**src/rtl/pe_frame_sched_pkg.sv**
```systemverilog
// Shared types and constants for the frame scheduler: FSM state encoding,
// default image geometry and the reset value of the latched opcode.
package pe_frame_sched_pkg;

    typedef enum logic [2:0] {
        IDLE  = 3'd0,
        PRIME = 3'd1,
        RUN   = 3'd2,
        FLUSH = 3'd3,
        DRAIN = 3'd4,
        DONE  = 3'd5
    } state_t;

    localparam int DEF_IMG_W = 320;
    localparam int DEF_IMG_H = 240;

    localparam logic [2:0] FUNC_RST = 3'h7;

endpackage

```
**src/rtl/pe_frame_delay.sv**
```systemverilog
// Fixed-latency, non-stalling valid/address delay line that aligns the
// window-center address with the processed pixel leaving the PE.
module pe_frame_delay #(
    parameter int LAT    = 2,
    parameter int ADDR_W = 17
) (
    input  logic              clk,
    input  logic              rst,
    input  logic              src_vld,
    input  logic [ADDR_W-1:0] src_addr,
    output logic              dly_vld,
    output logic [ADDR_W-1:0] dly_addr
);

    logic              vld_p  [LAT];
    logic [ADDR_W-1:0] addr_p [LAT];

    always_ff @(posedge clk or posedge rst) begin
        if (rst) begin
            for (int i = 0; i < LAT; i++) begin
                vld_p[i]  <= 1'b0;
                addr_p[i] <= '0;
            end
        end else begin
            vld_p[0]  <= src_vld;
            addr_p[0] <= src_addr;
            for (int i = 1; i < LAT; i++) begin
                vld_p[i]  <= vld_p[i-1];
                addr_p[i] <= addr_p[i-1];
            end
        end
    end

    assign dly_vld  = vld_p[LAT-1];
    assign dly_addr = addr_p[LAT-1];

endmodule

```
**src/rtl/pe_frame_sched.sv**
```systemverilog
// Frame scheduler: walks a step counter over the image, issues source reads and
// delayed write-backs for a 3x3 PE. Optional busy-cycle counter: PE_FRAME_SCHED_PERF_EN.
module pe_frame_sched
    import pe_frame_sched_pkg::*;
#(
    parameter int IMG_W    = DEF_IMG_W,
    parameter int IMG_H    = DEF_IMG_H,
    parameter int ADDR_W   = 17,
    parameter int PIPE_LAT = 2
) (
    input  logic              clk,
    input  logic              rst,
    input  logic              start,
    input  logic [2:0]        func,
    input  logic              gray,
    input  logic              pause,
    output logic              busy,
    output logic [2:0]        func_lat,
    output logic              gray_lat,
    output logic              rd_en,
    output logic [ADDR_W-1:0] rd_addr,
    output logic              wr_valid,
    output logic [ADDR_W-1:0] wr_addr,
    output logic              cnt_start,
    output logic              done,
    output logic [31:0]       perf_cycles
);

    localparam int N  = IMG_W * IMG_H;
    localparam int SW = ADDR_W + 1;

    state_t            state;
    logic [SW-1:0]     s;
    logic              scan;
    logic              ctr_vld;
    logic [ADDR_W-1:0] ctr_addr;

    assign scan     = (state == PRIME) || (state == RUN) || (state == FLUSH);
    assign rd_en    = scan && !pause && (s < SW'(N));
    assign rd_addr  = rd_en ? s[ADDR_W-1:0] : '0;
    // The center trails the read pointer by one row plus one pixel.
    assign ctr_vld  = ((state == RUN) || (state == FLUSH)) && !pause;
    assign ctr_addr = ctr_vld ? (s[ADDR_W-1:0] - ADDR_W'(IMG_W + 1)) : '0;

    always_ff @(posedge clk or posedge rst) begin
        if (rst) begin
            state    <= IDLE;
            s        <= '0;
            busy     <= 1'b0;
            done     <= 1'b0;
            func_lat <= FUNC_RST;
            gray_lat <= 1'b0;
        end else begin
            done <= 1'b0;
            case (state)
                IDLE: begin
                    if (start) begin
                        state    <= PRIME;
                        s        <= '0;
                        busy     <= 1'b1;
                        func_lat <= func;
                        gray_lat <= gray;
                    end
                end
                PRIME: begin
                    if (!pause) begin
                        s <= s + 1'b1;
                        if (s == SW'(IMG_W)) state <= RUN;
                    end
                end
                RUN: begin
                    if (!pause) begin
                        s <= s + 1'b1;
                        if (s == SW'(N - 1)) state <= FLUSH;
                    end
                end
                FLUSH: begin
                    if (!pause) begin
                        if (s == SW'(N + IMG_W)) begin
                            state <= DRAIN;
                            s     <= '0;
                        end else begin
                            s <= s + 1'b1;
                        end
                    end
                end
                // s is reused to count out the pipeline latency; pause is ignored here.
                DRAIN: begin
                    if (s == SW'(PIPE_LAT - 1)) begin
                        state <= DONE;
                        done  <= 1'b1;
                    end else begin
                        s <= s + 1'b1;
                    end
                end
                DONE: begin
                    state <= IDLE;
                    s     <= '0;
                    busy  <= 1'b0;
                end
                default: state <= IDLE;
            endcase
        end
    end

    pe_frame_delay #(
        .LAT    (PIPE_LAT),
        .ADDR_W (ADDR_W)
    ) u_delay (
        .clk      (clk),
        .rst      (rst),
        .src_vld  (ctr_vld),
        .src_addr (ctr_addr),
        .dly_vld  (wr_valid),
        .dly_addr (wr_addr)
    );

    // Addresses are unique within a job, so address 0 marks the first write.
    assign cnt_start = wr_valid && (wr_addr == '0);

`ifdef PE_FRAME_SCHED_PERF_EN
    logic [31:0] perf_q;

    always_ff @(posedge clk or posedge rst) begin
        if (rst) begin
            perf_q <= '0;
        end else if ((state == IDLE) && start) begin
            perf_q <= '0;
        end else if (busy && (perf_q != 32'hFFFF_FFFF)) begin
            perf_q <= perf_q + 32'd1;
        end
    end

    assign perf_cycles = perf_q;
`else
    assign perf_cycles = '0;
`endif

endmodule

```
**config.mk**
```make
export PLATFORM = sky130hd
export DESIGN_NAME = pe_frame_sched
export DESIGN_NICKNAME = d
export VERILOG_FILES = /design/src/rtl/pe_frame_sched_pkg.sv /design/src/rtl/pe_frame_delay.sv /design/src/rtl/pe_frame_sched.sv
export SDC_FILE = /design/constraint.sdc
export NUM_CORES = 1
export LEC_CHECK = 0
export CORE_MARGIN = 10
export CORE_UTILIZATION = 54
export DETAILED_ROUTE_END_ITERATION = 8
export HOLD_SLACK_MARGIN = 0.03
export PLACE_DENSITY = 0.85
export SLEW_MARGIN = 10
export SYNTH_ARGS = -nofsm -noshare
export SYNTH_HDL_FRONTEND = slang
export SYNTH_HIERARCHICAL = 1
export SYNTH_SLANG_ARGS = --single-unit
```
**constraint.sdc**
```tcl
create_clock -name clk -period 3.3 [get_ports clk]
set_clock_uncertainty 0.15 [all_clocks]
set_input_delay 0.66 -clock clk [delete_from_list [all_inputs] [get_ports clk]]
set_output_delay 0.66 -clock clk [all_outputs]
set_load 0.03 [all_outputs]
```
; Word level (Yosys, flattened, before mapping)
; Index checks and enable logic that the tools add are counted.
[totals]
reg_bits = 63
inputBits = 8
output_inout_bits = 75
elab_cells = 70
[classes]
n_addsub = 2
magnitude_cmp = 1
n_eq_ne = 19
muxes = 21
reduce_logical = 17
[ops]
columns = op, count
row1 = two-way mux 18 bit, 5
row2 = case mux 18 bit (5 select lines), 1
row3 = "== test 18 x 17 -> 1 bit, second input constant", 2
row4 = two-way mux 17 bit, 2
row5 = two-way mux 3 bit, 8
row6 = "adder 18 x 1 -> 18 bit, second input constant", 1
row7 = "== test 18 x 1 -> 1 bit, second input constant", 1
row8 = "== test 18 x 9 -> 1 bit, second input constant", 1
row9 = "less-than comparator 18 x 17 -> 1 bit, second input constant", 1
row10 = zero test 17 bit, 1
row11 = "subtractor 17 x 9 -> 17 bit, second input constant", 1
row12 = case mux 3 bit (5 select lines), 1
row13 = "inequality test 2 bit, second input constant", 7
row14 = AND reduction 8 bit, 1
row15 = "== test 3 x 2 -> 1 bit, second input constant", 2
row16 = "== test 3 bit, second input constant", 2
row17 = "inequality test 2 x 1 -> 1 bit, second input constant", 3
row18 = AND reduction 5 bit, 1
row19 = nonzero test 5 bit, 1
row20 = logical AND 1 bit, 4
row21 = AND reduction 2 bit, 2
row22 = "== test 3 x 1 -> 1 bit, second input constant", 1
row23 = zero test 3 bit, 1
row24 = logical OR 1 bit, 3
row25 = other kinds (5), 7

; Longest topological paths before layout
; Gate-level depths: netlist (run 1).
[depth]
ltp_word = 6
depth_mapped = 8
mapped_depth_nobuf = 7

; By module
; The synthesis (run 1) kept the hierarchy.
[modules_own_cells]
columns = module, n_inst, cells_each, area_per_inst_um2, seq_area_each_um2
row1 = pe_frame_sched, 1, 302, 2456.1, 679.4
row2 = pe_frame_delay, 1, 54, 1032.2, 900.9

; Least setup slack after synthesis (run 1)
; OpenSTA, ideal clock, no wires.
[synth_timing]
kind = in2out
startpoint = input pause
endpoint = output rd_addr[10]
arrival_time_ns = 2.201
required_time_ns = 2.490
slack_ns = 0.289
cell_stages = 5
path_buffers = 1
cell_sequence = nor2_1 > o21ai_0 > a211oi_1 > clkbuf_1 > and2_1
[synth_via]
elab_chain_len = 4
[synth_lines]
columns = item, line_no
row1 = from (decl), pe_frame_sched.sv:16  ; input logic pause,
row2 = zero test 1 bit, -
row3 = logical AND 1 bit (2 in series), pe_frame_sched.sv:39  ; assign rd_en = scan && !pause && (s < SW'(N));
row4 = net rd_en, pe_frame_sched.sv:20  ; output logic rd_en,
row5 = two-way mux 17 bit, pe_frame_sched.sv:40  ; assign rd_addr = rd_en ? s[ADDR_W-1:0] : '0;
row6 = to (decl), pe_frame_sched.sv:21  ; output logic [ADDR_W-1:0] rd_addr,
; The timed path passes the listed nets, and every way through them passes these cells.

; Worst setup path after layout (run 1)
[layout_timing]
startpoint = input pause
endpoint = output rd_addr[9]
[layout_via]
elab_chain_len = 4
[layout_lines]
columns = item, line_no
row1 = zero test 1 bit, -
row2 = logical AND 1 bit (2 in series), pe_frame_sched.sv:39
row3 = two-way mux 17 bit, pe_frame_sched.sv:40
; No other way between the ends.

==> results_dict.tcl, run 1 <==
set metrics [dict create \
    status "completed" \
    cp-startpoint "pause" \
    fin_cells 468 \
    clockBufferDepth 2 \
    netlist_area_um2 3488 \
    cts_resized 0 \
    die_area_um2 10080 \
    cts_sinks 63 \
    drt_iter0_markers 148 \
    power_frac_seq_pct 44.4 \
    crit_path_max_fanout 18 \
    crit_slowest_cell "clkdlybuf4s50_1" \
    remaining_drc_errors 0 \
    grt_max_degree 37 \
    syn_to_final_growth_pct 12.41 \
    clock_power_share_pct 30.8 \
    cp-end-kind "primary output" \
    hold_slack_ns 0.1966 \
    ys.flop_type "dfrtp_1" \
    ios 83 \
    ys_seq_area_share_pct 45.30 \
    fin_crit_ns 3.073 \
    worstPathRequired_ns 2.49 \
    finalWirelength_mm 7.881 \
    layout_common_cells "dfrtp_1, conb_1, clkdlybuf4s50_1, nor2_1, buf_4" \
    path_cells "clkdlybuf4s50_1 > nor2_1 > o21ai_0 > a211oi_1 > buf_4 > and2_1 > buf_4" \
    gr-usage-all-layers_pct 15.59 \
    post_drt_wl_per_cell_um 16.84 \
    setup.worst_path.start_class "input port" \
    io_buffers 50 \
    cts_tree "built" \
    final-hold-violation-count 0 \
    postCtsHoldBufs 0 \
    yosysWarnings 6 \
    place_inst 452 \
    post_dp_cell_area_um2 3729 \
    maxCapViolations 0 \
    p_sw_share_pct 34.00 \
    min_from "u_delay/addr_p[32]" \
    synthArstFlopShare_pct 100.0 \
    arrival_ns 2.26 \
    layout_commonest_cell "dfrtp_1" \
    vdd_drop_max_mv 0.2748 \
    grt_pass1_wl_mm 12.80 \
    ys_ff_latch 63 \
    max_freq_mhz 325.4 \
    drtPass1Iterations 4 \
    grt_overflow 0 \
    start_util_pct 55.25 \
    fin_ws_ns 0.2269 \
    design_area_um2 3921 \
    setup-violations-final 0 \
    rows 29 \
    numCtsBuffers 9 \
    nNetsFinal 397 \
    r2r_start "s[12]" \
    ant_nets 0 \
    routed_via_density 5.699 \
    crit_buf_inv 3 \
    routed-via-count 2667 \
    n_antenna_cell 0 \
    tightestPinTransition_ns 0.8512 \
    p_per_area_nw_per_um2 542.2 \
    critPathTopFamily "buffers and inverters" \
    post-place-ws_ns 0.2290 \
    avgSynthCellArea_um2 9.799 \
    cp_slowest_stage_delay_ns 0.45 \
    path_class "input port to primary output" \
    syn-instance-count 356 \
    leakagePower_nw 1.880 \
    slew_headroom_pct 43.25 \
    cts_root_buf "clkbuf_8" \
    intPower_mw 1.403 \
    cts_htree_levels 3 \
    dp_hpwl_mm 5.860 \
    place.gp.congestion 0.9168 \
    die_height_um 100.4 \
    antenna_found_initial 0 \
    yosysUniqueCellTypes 54 \
    slew_viol_final 0 \
    p_switching_mw 0.7228 \
    grt_pass1_vias 2594 \
    core_area_um2 6314 \
    hp-class "flop to flop" \
    crit_path_frequent_cell "buf_4" \
    fin_crit_sh_pct 93.12 \
    p_comb_share_pct 24.7 \
    dieWidth_um 100.4 \
    synth_edf_count 0 \
    grt_setup_unrepaired "false" \
    clk-insertion-delay-late_ns 0.34 \
    fin_setup_tns_ns 0 \
    layout-drive-gt1-share_pct 15.09 \
    clk_pin_slew_worst_paths_ns 0.07 \
    post_cts_buffers 0 \
]
==> logic make-up (layout without fill, tap and decap cells) <==
kind of cell / count (synthesis) / in the layout / share of synthesized area (%)
buf+inv: 82 / 86 / 15.28
simple gates: 131 / 131 / 21.77
mux: 5 / 5 / 1.614
xor+xnor: 6 / 6 / 1.506
other cells: 1 / 32 / 0.1075
flops: 63 / 63 / 45.30
compound gates: 65 / 65 / 13.34
fa+ha+maj: 3 / 3 / 1.076
==> layer usage <==
metal / up-vias / global-route usage, % / part of all wire (%)
met4: 0 / 8.261 / 1.8
met1: 1302 / 17.12 / 39
li1: 1237 / - / -
met2: 114 / 26.46 / 50
met3: 14 / 4.739 / 9.5
met5: - / 0 / 0
==> synth_stat cells (2+ instances only) <==
cell / n / share of area, %
nand4_1: 5 / 0.90
a22o_1: 7 / 1.8
nor3_1: 7 / 1.0
o21a_1: 3 / 0.65
a21boi_1: 2 / 0.43
o31ai_1: 2 / 0.43
nand3b_1: 2 / 0.43
nor2b_1: 2 / 0.36
nand2_1: 17 / 1.8
a21oi_1: 12 / 1.7
xnor2_1: 4 / 1.0
clkbuf_8: 2 / 0.79
and2_1: 16 / 2.9
xor2_1: 2 / 0.50
o21ai_0: 12 / 1.7
buf_2: 5 / 0.72
a211oi_1: 3 / 0.65
or3_1: 4 / 0.72
o211ai_1: 5 / 1.1
nor4b_1: 2 / 0.50
mux2_2: 5 / 1.6
a221o_1: 9 / 2.6
nor4_1: 8 / 1.4
a221oi_1: 2 / 0.50
dfstp_2: 3 / 2.3
nor2_1: 29 / 3.1
clkbuf_1: 11 / 1.2
inv_1: 12 / 1.3
and3_1: 10 / 1.8
or2_2: 2 / 0.36
buf_4: 51 / 11
nor4_4: 2 / 1.2
or4_1: 8 / 1.7
nand3_1: 8 / 1.1
dfrtp_1: 60 / 43
a211o_1: 2 / 0.50
ha_1: 3 / 1.1
==> final cells by class <==
type | instances | area [µm²]
fill | 518 | 2392
sequential | 63 | 1580
multi-input combinational | 242 | 1491
timing repair buffer | 58 | 515.5
clock buffer | 12 | 145.1
tap | 77 | 96.34
clock inverter | 4 | 47.55
inverter | 12 | 45.04
==> power groups by stage <==
stage	registers [mW]	clock network [mW]	logic, mW
6_report	0.945	0.656	0.525
5_1_grt	0.954	0.701	0.571
4_1_cts	0.942	0.664	0.526
3_5_place_dp	0.957	0	0.524
3_3_place_gp	0.952	0	0.511
2_1_floorplan	0.900	0	0.476
==> sequential cells by signal (all words and copies together), names as in the netlist <==
name              count
s                    18
done                  1
u_delay/vld_p         1
busy                  1
func_lat              3
gray_lat              1
u_delay/addr_p       17
u_delay/dly_vld       1
state                 3
u_delay/dly_addr     17
==> through the flow <==
stage,total power [mW],utilization [%]
after global placement,1.464,59.06
final,2.126,62.11
after CTS,2.131,62.11
after global routing,2.227,62.11
after detailed placement,1.481,59.06
after floorplan,1.376,-
==> final timing paths <==
check / endpoint / slack, ns / cells after the start
setup / recovery: rd_addr[9] / 0.23 / 7
hold / removal: u_delay/dly_addr[15] / 0.20 / 0
setup reg to reg: s[6] / 0.71 / 5
hold reg to reg: u_delay/dly_addr[15] / 0.20 / 0
max in group asynchronous: u_delay/addr_p[32] / 2.11 / 3
min in group asynchronous: s[8] / 0.57 / 3
No activity file was read; power rests on OpenSTA's default activity.
==> run 2: changes to the inputs <==
- CORE_MARGIN: 10 -> 2
- CTS_CLUSTER_DIAMETER: unset -> 60
==> results_dict.tcl, run 2 (synthesized netlist as in run 1, its figures left out) <==
set metrics [dict create \
    status "completed" \
    drtPass1Iterations 4 \
    dp_hpwl_mm 4.944 \
    fin_ws_ns 0.2837 \
    post-place-ws_ns 0.2874 \
    arrival_ns 2.21 \
    p_per_area_nw_per_um2 546.3 \
    layout_commonest_cell "dfrtp_1" \
    hold_depth 0 \
    worstPathRequired_ns 2.49 \
    post_drt_wl_per_cell_um 15.15 \
    clk-insertion-delay-late_ns 0.34 \
    r2r_slack_ns 0.76 \
    io_buffers 50 \
    grt_max_degree 37 \
    postCtsHoldBufs 0 \
    leakagePower_nw 1.873 \
    routed_via_density 5.672 \
    cts_root_buf "clkbuf_8" \
    start_util_pct 55.25 \
    setup.worst_path.start_class "input port" \
    fin_crit_sh_pct 91.40 \
    core_area_um2 6314 \
    largest_reg_flops 18 \
    grt_pass1_vias 2433 \
    fill_cells 531 \
    cts_sinks 63 \
    die_height_um 84.38 \
    nNetsFinal 395 \
    rr_worst_depth 5 \
    numCtsBuffers 9 \
    routed-via-count 2643 \
    post_cts_buffers 0 \
    tightestPinTransition_ns 0.8577 \
    syn_to_final_growth_pct 12.23 \
    layout_common_cells "dfrtp_1, conb_1, clkdlybuf4s50_1, nor2_1, buf_4" \
    cts_htree_levels 3 \
    crit_path_max_fanout 18 \
    vdd_drop_max_mv 0.2719 \
    cts_tree "built" \
    slew_viol_final 0 \
    fin_crit_ns 3.016 \
    max_freq_mhz 331.5 \
    remaining_drc_errors 0 \
    hp-class "flop to flop" \
    finalWirelength_mm 7.059 \
    ios 83 \
    layout-drive-gt1-share_pct 14.65 \
    maxCapViolations 0 \
    die_area_um2 7119 \
    antenna_found_initial 0 \
    clk_pin_slew_worst_paths_ns 0.06 \
    place.gp.congestion 0.9551 \
    final-hold-violation-count 0 \
    fin_setup_tns_ns 0 \
    rows 29 \
    ant_nets 0 \
    grt_setup_unrepaired "false" \
    slew_headroom_pct 42.82 \
    postLayoutCoreUtil_pct 62.01 \
    regMostFlops "s" \
    grt_overflow 0 \
    n_antenna_cell 0 \
    drt_iter0_markers 196 \
    cp-end-kind "primary output" \
    gr-usage-all-layers_pct 21.06 \
    setup-violations-final 0 \
    grt_pass1_wl_mm 11.92 \
    clockBufferDepth 2 \
    cts_resized 0 \
    path_class "input port to primary output" \
    dieWidth_um 84.38 \
]
run 2: area by class of cell:
class / instances / area (µm²) / area share (%)
clock buffer: 13 / 158.9 / 4.059
clock inverter: 3 / 42.54 / 1.087
inverter: 12 / 45.04 / 1.151
multi-input combinational: 242 / 1491 / 38.10
sequential: 63 / 1580 / 40.36
tap: 77 / 96.34 / 2.461
timing repair buffer: 56 / 500.5 / 12.78
run 2: layer usage:
layer	track usage [%]	up-vias	wire, µm
met4	11.26	0	158
met3	3.343	15	411
met2	33.98	114	3627
li1	-	1238	-
met1	27.45	1276	2861
met5	0	-	0
run 2: power by group:
part | leakage [nW] | internal, mW | switching, mW
clock | 0.0996 | 0.389 | 0.282
sequential | 0.830 | 0.827 | 0.119
combinational | 0.943 | 0.209 | 0.312
run 2: path summary, 6_finish.rpt:
kind / end / start
max: rd_addr[9] / pause
min: u_delay/dly_addr[14] / u_delay/addr_p[31]
max reg2reg: s[6] / s[12]
min reg2reg: u_delay/dly_addr[14] / u_delay/addr_p[31]
max in group asynchronous: u_delay/dly_addr[10] / rst
min in group asynchronous: s[1] / rst
run 2: worst max-delay path, stage by stage:
cell and delay (ns):
clkdlybuf4s50_1 0.44, nor2_1 0.14, o21ai_0 0.15, a211oi_1 0.24, buf_4 0.23, and2_1 0.17
buf_4 0.17
run 2: through the flow:
| step | instances | cell area, µm² | power (mW) | hold slack (ns) |
|---|---|---|---|---|
| 2_1_floorplan | 387 | 3605 | 1.376 | 0.1812 |
| 3_3_place_gp | 450 | 3714 | 1.458 | 0.1828 |
| 3_5_place_dp | 450 | 3714 | 1.472 | 0.1847 |
| 4_1_cts | 466 | 3915 | 2.148 | 0.1935 |
| 5_1_grt | 466 | 3915 | 2.231 | 0.2043 |
| 6_report | 466 | 3915 | 2.139 | 0.1919 |
==> RTL edit 1, RTL diff (settings of run 2) <==
The 6 states of `state_t` get a Gray code encoding in 3 bits.
--- a/src/rtl/pe_frame_sched_pkg.sv
+++ b/src/rtl/pe_frame_sched_pkg.sv
@@ -4,10 +4,10 @@
 
     typedef enum logic [2:0] {
-        IDLE  = 3'd0,
-        PRIME = 3'd1,
-        RUN   = 3'd2,
-        FLUSH = 3'd3,
-        DRAIN = 3'd4,
-        DONE  = 3'd5
+        IDLE  = 3'b000,
+        PRIME = 3'b001,
+        RUN   = 3'b011,
+        FLUSH = 3'b010,
+        DRAIN = 3'b110,
+        DONE  = 3'b111
     } state_t;
 
Formal check against the unedited RTL: no difference found for any inputs over 10 cycles, from zero or initial values and one cycle with rst high; not proved beyond that.
==> RTL edit 1 against run 2 <==
Area after synthesis is 0.79% lower; count of clock-buffer cells in the layout is 3 lower; synthesized cell count is 1.4% higher; first-iteration DRC count is 20% higher; sequential share of layout area is 0.14 points higher; routed wire length is 0.45% lower; sequential cell count stayed put; final area is 0.35% lower; power is 6.2% lower; worst setup slack worse by 0.076 ns; critical path type unchanged; critical endpoint is now rd_addr[10].
==> RTL edit 1: results (changes against run 2) <==
[outcome]
status=completed  ; unchanged

[cells_and_area]
nonClkBufAreaFrac=0.128  ; about the same
multi_input_comb_cells=246  ; was 242
drive_gt1_frac=0.142  ; was 0.147
clk_share=0.0545  ; was 0.0515
inverters_excl_clock=12  ; unchanged
largest_reg_flops=18  ; unchanged
fillers=515  ; was 531
final_nets=399  ; was 395
multiInputGateArea_um2=1470  ; was 1490 um2
n_all_buffers=56  ; unchanged
clkbuf_count=10  ; was 13

[placed_design]
dp_hpwl_um=4980  ; was 4940 um
place_congestion=0.826  ; was 0.955

[cts]
cts_setup_buffers=0  ; unchanged
clk_latency_ns=0.35

[synth]
yosysUniqueCellTypes=55  ; was 54
yosysSeqAreaShare=0.457  ; was 0.453
synth_mux_area_frac=0.0159  ; was 0.0161
synth-xor-area-share=0.0127  ; was 0.0151
synth_compound_area_frac=0.141  ; was 0.133
synth_fa_ha_area_frac=0.0108  ; about the same
yosys-top-cells-count=dfrtp_1 (60), buf_4 (52), nor2_1 (29)  ; was dfrtp_1 (60), buf_4 (51), nor2_1 (29)
synth_area_leaders=dfrtp_1 (43%), buf_4 (11%), nor2_1 (3.1%), and2_1 (3.1%), nand2_1 (2.4%)  ; was dfrtp_1 (43%), buf_4 (11%), nor2_1 (3.1%), and2_1 (2.9%), a221o_1 (2.6%)

[sta]
holdWs_ns=0.195  ; was 0.192 ns
worst_pin_slew_ns=0.781  ; was 0.858 ns
slew_violations=0  ; unchanged
hold_viol=0  ; unchanged

[critical_path]
cp.arrival_ns=2.28  ; was 2.21 ns
rr_worst_depth=7  ; was 5
cp_max_fo=17  ; was 18
cp-startpoint=pause  ; unchanged
max_stage_delay_ns=0.54  ; was 0.44 ns
critPathCapture=rd_addr[10]  ; was rd_addr[9]
reg2reg_to=s[9]  ; was s[6]
regToRegStartpoint=s[1]  ; was s[12]
cp_slowest_cell=or4_1  ; was clkdlybuf4s50_1
r2r_setup_slack_ns=0.67  ; was 0.76 ns

[routing]
drtIter0Drc=236  ; was 196
first_pass_iters=4  ; unchanged
wl_per_cell_um=15.0  ; was 15.1 um
vias=2652  ; was 2,643

[grt]
grt_pass1_wl_um=11800  ; was 11,900 um
grtUsageTotal=0.211  ; about the same
grt_pass1_vias=2461  ; was 2,433
grt_max_degree=37  ; unchanged

[power]
p_comb_mw=0.370  ; was 0.522 mW
p_seq_mw=0.911  ; was 0.946 mW
p_leak_nw=1.74  ; was 1.87 nW
irDropWorstVdd_v=0.000247  ; was 0.000272 V
p_sw_mw=0.631  ; was 0.713 mW

[worst_hold_path]
hp-class=register to register  ; unchanged
holdCritStartpoint=u_delay/addr_p[31]  ; unchanged

[RTL edit 1: cell types whose count changed after synthesis, sizes merged, moves of 4 or more]
cell	delta
and3	-7
o211ai	-4
nand2	+4
o21ai	+4
clkbuf	-8
a221o	-8
buf	+9
[RTL edit 1: per-layer routing]
metal,up-vias,GRT usage,share of wire
li1,1227,-,-
met1,1285,0.268,0.41
met2,123,0.342,0.50
met3,17,0.0445,0.065
met4,0,0.103,0.023
met5,-,0,0
[RTL edit 1: metrics by stage]
| stage | utilization | power [mW] | instances | area, um2 | setup WS, ns |
|---|---|---|---|---|---|
| final | 0.621 | 2.01 | 470 | 3900 | 0.208 |
| after global routing | 0.621 | 2.09 | 470 | 3900 | 0.121 |
| after CTS | 0.621 | 2.02 | 470 | 3900 | 0.204 |
| after detailed placement | 0.588 | 1.29 | 454 | 3690 | 0.204 |
| after global placement | 0.588 | 1.28 | 454 | 3690 | 0.236 |
| after floorplan | - | 1.23 | 392 | 3580 | 0.528 |
==> RTL edit 2, RTL diff (config.mk and constraints of run 2) <==
Without the edit above. `ADDR_W` is set to 17 in 2 places; all go to 34.
--- a/src/rtl/pe_frame_delay.sv
+++ b/src/rtl/pe_frame_delay.sv
@@ -3,5 +3,5 @@
 module pe_frame_delay #(
     parameter int LAT    = 2,
-    parameter int ADDR_W = 17
+    parameter int ADDR_W = 34
 ) (
     input  logic              clk,
--- a/src/rtl/pe_frame_sched.sv
+++ b/src/rtl/pe_frame_sched.sv
@@ -6,5 +6,5 @@
     parameter int IMG_W    = DEF_IMG_W,
     parameter int IMG_H    = DEF_IMG_H,
-    parameter int ADDR_W   = 17,
+    parameter int ADDR_W   = 34,
     parameter int PIPE_LAT = 2
 ) (
Interface: changed (resized rd_addr and wr_addr); port bits go from 83 to 117. The function was not compared with the original's and may differ.
==> RTL edit 2 against run 2 <==
Area after synthesis grew 76%; via count grew 86%; worst setup slack lost 0.43 ns; critical path type is now register to output port; power grew 140%; critical path depth grew 2; sequential cell count grew 51; combinational power grew to 3.3 times the old value; final area grew 88%; global-route usage grew 2.8 points; the run now ends with negative setup slack left; synthesized cell count grew 83%; routed wire length grew 100%; non-clock buffer count grew 55; clock power grew to 2.9 times the old value; largest cell class unchanged.
==> RTL edit 2: results (changes against run 2) <==
[outcome]
status=finished with violations  ; was completed
failed_checks=negative setup slack

[critical_path]
max_stage_delay_ns=0.54  ; was 0.44 ns
regToRegStartpoint=s[1]  ; was s[12]
cp.arrival_ns=2.64  ; was 2.21 ns
cp_max_fo=5  ; was 18
rr_worst_depth=9  ; was 5
cp_top_family=simple AND/OR/NAND/NOR gates  ; was buffers and inverters
reg2reg_to=s[21]  ; was s[6]
r2r_setup_slack_ns=0.16  ; was 0.76 ns
cp_slowest_cell=or4_4  ; was clkdlybuf4s50_1

[cts]
ctsRootBufferMaster=clkbuf_16  ; was clkbuf_8
numCtsBuffers=17  ; was 9
clk_latency_ns=0.41  ; was 0.34 ns
cts.htree.levels=4  ; was 3
clockBufferDepth=2  ; unchanged

[routing]
drc_errors=0  ; unchanged
vias=4905  ; was 2,643
drtIter0Drc=488  ; was 196
first_pass_iters=5  ; was 4
wl_per_cell_um=16.9  ; was 15.1 um

[grt]
antenna_found_initial=0  ; unchanged
grt_pass1_wl_um=23300  ; was 11,900 um
grt_max_degree=39  ; was 37
grtUsageTotal=0.238  ; was 0.211
grt_pass1_vias=4700  ; was 2,433

[power]
p_leak_nw=3.61  ; was 1.87 nW
intPower_mw=3.40  ; was 1.43 mW
irDropWorstVdd_v=0.000435  ; was 0.000272 V

[cells_and_area]
stdcell_count=853  ; was 466
largest_reg_flops=35  ; was 18
fillers=782  ; was 531
regMostFlops=s  ; unchanged
diodes=0  ; unchanged
drive_gt1_frac=0.175  ; was 0.147
multiInputGateArea_um2=2640  ; was 1490 um2
final_nets=711  ; was 395

[placed_design]
place_congestion=0.921  ; was 0.955
placed_area_um2=6600  ; was 3710 um2
placedCellCount=818  ; was 450
dp_hpwl_um=9550  ; was 4940 um
portBuffers=67  ; was 50

[synth]
synth_area_leaders=dfrtp_1 (45%), buf_4 (10%), nor2_1 (3.7%), nand3_1 (2.6%), nand2_1 (2.3%)  ; was dfrtp_1 (43%), buf_4 (11%), nor2_1 (3.1%), and2_1 (2.9%), a221o_1 (2.6%)
synthArstFlopShare=1.00  ; unchanged
yosys-top-cells-count=dfrtp_1 (111), buf_4 (85), nor2_1 (61)  ; was dfrtp_1 (60), buf_4 (51), nor2_1 (29)
yosysUniqueCellTypes=56  ; was 54
yosysSeqAreaShare=0.465  ; was 0.453
syn_inst=652  ; was 356

[sta]
worst_pin_slew_ns=1.21  ; was 0.858 ns
holdWs_ns=0.196  ; was 0.192 ns
setup_viol=17  ; was 0
setup_slack_ns=-0.149  ; was 0.284 ns

[worst_hold_path]
hold_end=u_delay/dly_addr[29]  ; was u_delay/dly_addr[14]
holdCritStartpoint=u_delay/addr_p[63]  ; was u_delay/addr_p[31]
hp-class=register to register  ; unchanged
worstHoldPathCells=0  ; unchanged

RTL edit 2: changes by cell type in the layout (fill, tap and decap cells not counted), sizes merged, moves of 15 or more:
| cell | run 2 | this run |
|---|---|---|
| nor3 | 8 | 23 |
| conb | 32 | 49 |
| nand2 | 19 | 38 |
| clkdlybuf4s50 | 32 | 49 |
| nand3 | 8 | 32 |
| dfrtp | 60 | 111 |
| nor2 | 30 | 61 |
| buf | 24 | 62 |
RTL edit 2: how the worst max path moves through the flow:
stage	from	endpoint	slack, ns
after floorplan	s[20]	rd_addr[10]	0.004
after global placement	pause	rd_addr[14]	0.22
after detailed placement	pause	rd_addr[13]	0.17
after CTS	s[20]	rd_addr[2]	-0.09
after global routing	s[20]	rd_addr[5]	-0.21
final	s[20]	rd_addr[5]	-0.15
RTL edit 2: power by group through the flow:
stage	clock (mW)	sequential, mW	combinational, mW
final	1.95	1.53	1.70
after global routing	2.05	1.54	1.81
after CTS	1.97	1.53	1.65
after detailed placement	0	1.55	1.57
after global placement	0	1.54	1.52
after floorplan	0	1.59	1.15
RTL edit 2: logic make-up after synthesis:
logic type               count (synthesis)  share of synthesized area
flip-flops                             114                      0.465
XOR/XNOR                                26                     0.0371
AND/OR/NAND/NOR                        261                      0.227
other                                    1                   0.000611
adder cells (fa/ha/maj)                  3                    0.00612
AO/OA/AOI/OAI                           97                      0.107
multiplexers                             7                     0.0124
buffers and inverters                  143                      0.144
RTL edit 2: area by class of cell:
| cell class | count | share of cell area |
|---|---|---|
| Sequential cell | 114 | 0.388 |
| Multi-Input combinational cell | 443 | 0.359 |
| Timing Repair Buffer | 111 | 0.136 |
| Clock buffer | 18 | 0.0584 |
| Clock inverter | 14 | 0.0277 |
| Tap cell | 140 | 0.0238 |
| Inverter | 13 | 0.00664 |
RTL edit 2: layer usage:
layer | global-route usage | share of wire | up-vias
li1 | - | - | 2239
met1 | 0.304 | 0.41 | 2346
met2 | 0.384 | 0.47 | 287
met3 | 0.0560 | 0.085 | 33
met4 | 0.113 | 0.027 | 0
met5 | 0 | 0 | -
RTL edit 2: stage by stage:
stage	TNS, ns	worst slack, ns
6_report	-2.07	-0.149
5_1_grt	-3.10	-0.208
3_3_place_gp	0	0.218
3_5_place_dp	0	0.172
4_1_cts	-1.29	-0.0946
2_1_floorplan	0	0.00384
RTL edit 2: timing repair:
item,in CTS,in global routing
gates resized for setup,19,10
gates cloned,2,0
setup endpoints to repair,18,18
setup buffers,1,0
hold endpoints to repair,0,0
